## config.mk

```make
export PLATFORM = sky130hd
export DESIGN_NAME = bwt_ctrl
export DESIGN_NICKNAME = d
export VERILOG_FILES = /design/src/rtl/bwt_ctrl.sv
export SDC_FILE = /design/constraint.sdc
export NUM_CORES = 1
export LEC_CHECK = 0
export ABC_AREA = 1
export BUFFER_PORTS_ARGS = -buffer_cell sky130_fd_sc_hd__buf_2
export CORE_MARGIN = 2
export CORE_UTILIZATION = 45
export DETAILED_ROUTE_END_ITERATION = 12
export PLACE_DENSITY = 0.67
export SLEW_MARGIN = 20
export SYNTH_ARGS = -nofsm -noshare
export SYNTH_HDL_FRONTEND = slang
export SYNTH_SLANG_ARGS = --single-unit
```

## constraint.sdc

```tcl
create_clock -name clk -period 2.55 [get_ports clk]
set_input_delay 0.51 -clock clk [delete_from_list [all_inputs] [get_ports clk]]
set_output_delay 0.51 -clock clk [all_outputs]
set_load 0.05 [all_outputs]
```

## src/rtl/bwt_ctrl.sv

```systemverilog
// Block sequencer around the BWT sort core: frames the input byte stream into
// STRING_LEN-character blocks, runs the sort, then streams the result out.
module bwt_ctrl #(
  parameter int STRING_LEN = 128,
  parameter int CW         = 8,
  parameter int TIMEOUT    = 65535
) (
  input  logic          clk,
  input  logic          rst,
  input  logic          in_valid,
  output logic          in_ready,
  input  logic [7:0]    in_char,
  output logic          core_wr_en,
  output logic [CW-1:0] core_wr_addr,
  output logic [7:0]    core_wr_data,
  output logic          core_start,
  input  logic          core_done,
  output logic [CW-1:0] core_rd_addr,
  input  logic [7:0]    core_rd_data,
  output logic          out_valid,
  input  logic          out_ready,
  output logic [7:0]    out_char,
  output logic          out_last,
  output logic          busy,
  output logic          err,
  output logic [15:0]   blk_cnt
);

  // Wait counter only ever holds 0..TIMEOUT-1 before SORT is left.
  localparam int WW = (TIMEOUT < 2) ? 1 : $clog2(TIMEOUT);
  localparam logic [CW-1:0] LAST_IDX  = CW'(STRING_LEN - 1);
  localparam logic [WW-1:0] WAIT_LAST = WW'(TIMEOUT - 1);

  typedef enum logic [1:0] {S_IDLE, S_LOAD, S_SORT, S_DRAIN} state_t;

  state_t        state_q, state_d;
  logic [CW-1:0] ld_cnt_q, ld_cnt_d;
  logic [CW-1:0] rd_cnt_q, rd_cnt_d;
  logic          rd_done_q, rd_done_d;
  logic [WW-1:0] wait_cnt_q, wait_cnt_d;
  logic          out_valid_q, out_valid_d;
  logic [7:0]    out_char_q, out_char_d;
  logic          out_last_q, out_last_d;
  logic          err_q, err_d;
  logic [15:0]   blk_cnt_q, blk_cnt_d;
  logic          accept;
  logic          timeout_hit;
  logic          out_load;
  logic          out_fire;

  assign in_ready     = (state_q == S_IDLE) || (state_q == S_LOAD);
  // Gated by rst so nothing reaches the core buffer while reset is held.
  assign accept       = in_valid && in_ready && rst;
  assign core_wr_en   = accept;
  assign core_wr_addr = ld_cnt_q;
  assign core_wr_data = in_char;
  assign core_start   = (state_q == S_SORT) && (wait_cnt_q == '0);
  assign core_rd_addr = rd_cnt_q;
  assign busy         = (state_q != S_IDLE);
  assign out_valid    = out_valid_q;
  assign out_char     = out_char_q;
  assign out_last     = out_last_q;
  assign err          = err_q | timeout_hit;
  assign blk_cnt      = blk_cnt_q;
  assign out_fire     = out_valid_q && out_ready;

  always_comb begin
    state_d     = state_q;
    ld_cnt_d    = ld_cnt_q;
    rd_cnt_d    = rd_cnt_q;
    rd_done_d   = rd_done_q;
    wait_cnt_d  = wait_cnt_q;
    out_valid_d = out_valid_q;
    out_char_d  = out_char_q;
    out_last_d  = out_last_q;
    err_d       = err_q;
    blk_cnt_d   = blk_cnt_q;
    timeout_hit = 1'b0;
    out_load    = 1'b0;

    case (state_q)
      S_IDLE: begin
        if (accept) begin
          ld_cnt_d = CW'(1);
          state_d  = S_LOAD;
        end
      end
      S_LOAD: begin
        if (accept) begin
          if (ld_cnt_q == LAST_IDX) begin
            ld_cnt_d   = '0;
            wait_cnt_d = '0;
            state_d    = S_SORT;
          end else begin
            ld_cnt_d = ld_cnt_q + CW'(1);
          end
        end
      end
      S_SORT: begin
        wait_cnt_d = wait_cnt_q + WW'(1);
        // A done in the start cycle cannot belong to this sort run.
        if (core_done && (wait_cnt_q != '0)) begin
          wait_cnt_d = '0;
          rd_cnt_d   = '0;
          rd_done_d  = 1'b0;
          state_d    = S_DRAIN;
        end else if (wait_cnt_q == WAIT_LAST) begin
          timeout_hit = 1'b1;
          err_d       = 1'b1;
          wait_cnt_d  = '0;
          rd_cnt_d    = '0;
          rd_done_d   = 1'b0;
          state_d     = S_DRAIN;
        end
      end
      S_DRAIN: begin
        out_load = (!out_valid_q || out_ready) && !rd_done_q;
        if (out_load) begin
          out_char_d  = core_rd_data;
          out_last_d  = (rd_cnt_q == LAST_IDX);
          out_valid_d = 1'b1;
          if (rd_cnt_q == LAST_IDX) begin
            rd_done_d = 1'b1;
          end else begin
            rd_cnt_d = rd_cnt_q + CW'(1);
          end
        end else if (out_fire) begin
          out_valid_d = 1'b0;
        end
        if (out_fire && out_last_q) begin
          blk_cnt_d = blk_cnt_q + 16'd1;
          rd_cnt_d  = '0;
          rd_done_d = 1'b0;
          state_d   = S_IDLE;
        end
      end
      default: state_d = S_IDLE;
    endcase
  end

  always_ff @(posedge clk or negedge rst) begin
    if (!rst) begin
      state_q     <= S_IDLE;
      ld_cnt_q    <= '0;
      rd_cnt_q    <= '0;
      rd_done_q   <= 1'b0;
      wait_cnt_q  <= '0;
      out_valid_q <= 1'b0;
      out_char_q  <= '0;
      out_last_q  <= 1'b0;
      err_q       <= 1'b0;
      blk_cnt_q   <= '0;
    end else begin
      state_q     <= state_d;
      ld_cnt_q    <= ld_cnt_d;
      rd_cnt_q    <= rd_cnt_d;
      rd_done_q   <= rd_done_d;
      wait_cnt_q  <= wait_cnt_d;
      out_valid_q <= out_valid_d;
      out_char_q  <= out_char_d;
      out_last_q  <= out_last_d;
      err_q       <= err_d;
      blk_cnt_q   <= blk_cnt_d;
    end
  end

endmodule

```

==> results.yml <==
status:
  status: "complete, no violations"
route:
  vias_per_cell: 5.107
  drc: 0
  wire_per_inst_um: 12.67
  wl_met2_um: 3980
  first_iter_violations: 217
  routed-wl-met3_um: 489
  dr.pass1.iters: 7
  wl_met1_um: 4018
  ant_nets: 0
  drt_wl_total_um: 8628
  top_layer: "met4"
  vias: 3478
clocking:
  clk_latency_ns: 0.34
  cts_setup_buffers: 0
  cts_tree: "built"
  cts_buffer_depth: 2
  root_buffer: "clkbuf_8"
  h-tree-depth: 3
  cts_sinks: 62
  cts_made_buffers: 9
  clk_pin_slew_ns: 0.07
worst_hold_path:
  hold_path_class: "input pin to register"
cells_and_area:
  n_antenna_cell: 0
  final_cell_mix: "nand2_1 (154), nor2_1 (76), dfrtp_1 (62)"
  nets: 602
  post-route-util_pct: 53.61
  drive_gt1_share_pct: 18.58
  synthToLayoutAreaGrowth_pct: 15.73
  final_common_cell: "nand2_1"
setup_path:
  critPathLaunchType: "register"
  crit_chain: "inv_1 -> ha_1 -> inv_2 -> a21oi_4 -> clkbuf_4"
  critPathKind: "register to output pin"
  cp.required_ns: 2.04
  crit_slowest_cell: "dfrtp_1"
  cp_slowest_stage_delay_ns: 0.44
  path_buf_inv: 3
  cp_top_family: "buffers and inverters"
  cp-end-kind: "output pin"
  critical_path_peak_fanout: 9
  crit_arrival_ns: 1.92
synth:
  syn_nets: 544
  yosys_warnings: 0
  ys_seq_elements: 62
  ys_types: 35
  avgSynthCellArea_sq_um: 7.383
  netlist_area_sq_um: 3787
  ys_seq_area_share_pct: 40.96
  synthCells: 513
floorplanning:
  core_sq_um: 8175
  num_rows: 33
  die_h_um: 95.74
  num_io_pins: 76
  dieArea_sq_um: 9166
  start_util_pct: 46.33
  dieWidth_um: 95.74
timing:
  slew_headroom_pct: 48.23
  fmax_ghz: 0.4122
  drv_slew: 0
  fin_setup_tns_ns: 0
  hold_viol: 0
  period_minus_slack_ns: 2.426
  rsz0062_at_grt: "no"
  fin_crit_sh_pct: 95.13
  final.setup_skew_ns: 0.01021
  setup_viol: 0
  tightest_slew_ns: 0.7765
grt:
  grt_pass1_vias: 3237
  grt_overflow: 0
  grt_max_degree: 63
  grt.total_usage_pct: 20.05
  grt_pass1_wl_um: 14650
  antenna_found_initial: 0
placed_design:
  port_buffers: 59
  gp_congestion: 0.9017
  dpl.hpwl_um: 6237
run:
  maxCapViolations: 0
power_and_ir_drop:
  power_density_nw_per_um2: 983.3
  p_leak_nw: 2.229
  vdd_drop_max_v: 0.0006393
## cells in the mapped netlist, drive strengths merged
| master | number | area (sq um) |
|---|---|---|
| nand2 | 158 | 605.6 |
| nor2 | 79 | 309.0 |
| dfrtp | 62 | 1551 |
| inv | 60 | 225.2 |
| nand3 | 34 | 192.7 |
| nand4 | 23 | 143.9 |
| o21ai | 18 | 90.09 |
| buf | 13 | 103.9 |
| ha | 10 | 125.1 |
| a21oi | 9 | 67.56 |
| mux2 | 8 | 90.09 |
| nor3 | 7 | 40.04 |
| xor2 | 7 | 61.31 |
| xnor2 | 5 | 43.79 |
| o21bai | 4 | 30.03 |
| nand3b | 3 | 22.52 |
| or2 | 3 | 18.77 |
| a21o | 2 | 15.01 |
| clkbuf | 2 | 7.510 |
| nor3b | 2 | 15.01 |
| a31oi | 1 | 6.260 |
| and3 | 1 | 7.510 |
| o211ai | 1 | 7.510 |
| o21a | 1 | 7.510 |
## layout make-up
class	instances	area (sq um)
clock buffers	13	168.9
clock inverters	3	65.06
repair buffers	62	326.6
fillers	769	3792
well taps	105	131.4
multi-input cells	376	1914
inverters	60	225.2
flip-flops and latches	62	1551
## cell families (layout without fill, tap and decap cells)
kind of cell | Yosys count | count (layout) | share of synthesized area [%]
muxes | 8 | 8 | 2.379
and+or+nand+nor | 310 | 310 | 35.78
AOI/OAI and AO/OA | 36 | 36 | 5.914
xor gates and xnor gates | 12 | 12 | 2.775
buffers and inverters | 75 | 138 | 8.887
DFF | 62 | 62 | 40.96
adders and majority gates | 10 | 10 | 3.304
## sequential cells by signal, indices dropped and copies added (netlist names)
register,count
core_rd_addr,8
wait_cnt_q,16
core_wr_addr,8
out_valid,1
blk_cnt,16
state_q,2
rd_done_q,1
err_q,1
out_last,1
out_char,8
## worst register-to-register path, stage by stage, from the launching register on
cell and delay [ns]:
dfrtp_1 0.44, inv_1 0.10, ha_1 0.31, inv_2 0.14, a21oi_4 0.30, nor2_2 0.08, a21oi_4 0.12, buf_4 0.22
nand3_1 0.12, nand2_1 0.11, nor2_1 0.05
## power breakdown
part,switching (W),internal (W),leakage (nW)
Sequential,0.000171,0.00117,0.825
Clock,0.000398,0.000630,0.120
Combinational,0.00144,0.000500,1.28
Total,0.00201,0.00230,2.23
## worst paths after layout
| path | to | slack [ns] | start | cells past startpoint |
|---|---|---|---|---|
| max reg2reg | wait_cnt_q[11]$_DFFE_PN0P_ | 0.48 | state_q[1]$_DFFE_PN0P_ | 10 |
| max | core_wr_en | 0.12 | state_q[1]$_DFFE_PN0P_ | 5 |
| min in group asynchronous | core_wr_addr[3]$_DFFE_PN0P_ | 0.44 | rst | 2 |
| min | out_char[4]$_DFFE_PN0P_ | 0.41 | core_rd_data[4] | 2 |
| max in group asynchronous | core_rd_addr[5]$_DFFE_PN0P_ | 1.60 | rst | 2 |
| min reg2reg | err_q$_DFFE_PN0P_ | 0.47 | err_q$_DFFE_PN0P_ | 1 |
## metrics by stage
step	instances	hold WS (ns)	instance area, sq um	total power (W)	setup slack (ns)
2_1_floorplan	513	0.2144	3787	0.002888	0.4478
3_3_place_gp	665	0.4442	4125	0.003233	0.4323
3_5_place_dp	665	0.4499	4125	0.003279	0.3688
4_1_cts	681	0.3962	4362	0.004313	0.05824
5_1_grt	681	0.4043	4383	0.004576	0.01401
6_report	681	0.4056	4383	0.004310	0.1242
## metal layers
layer | vias to the layer above | track usage, %
met5 | - | 0
met4 | 0 | 7.619
met3 | 14 | 3.602
met2 | 99 | 31.88
met1 | 1627 | 27.31
li1 | 1738 | -
## repair_timing
action                     in CTS  in global routing
setup endpoints to repair       1                  2
hold buffers                    0                  0
resized for setup               1                  6
(Power assumes the default switching activity.)
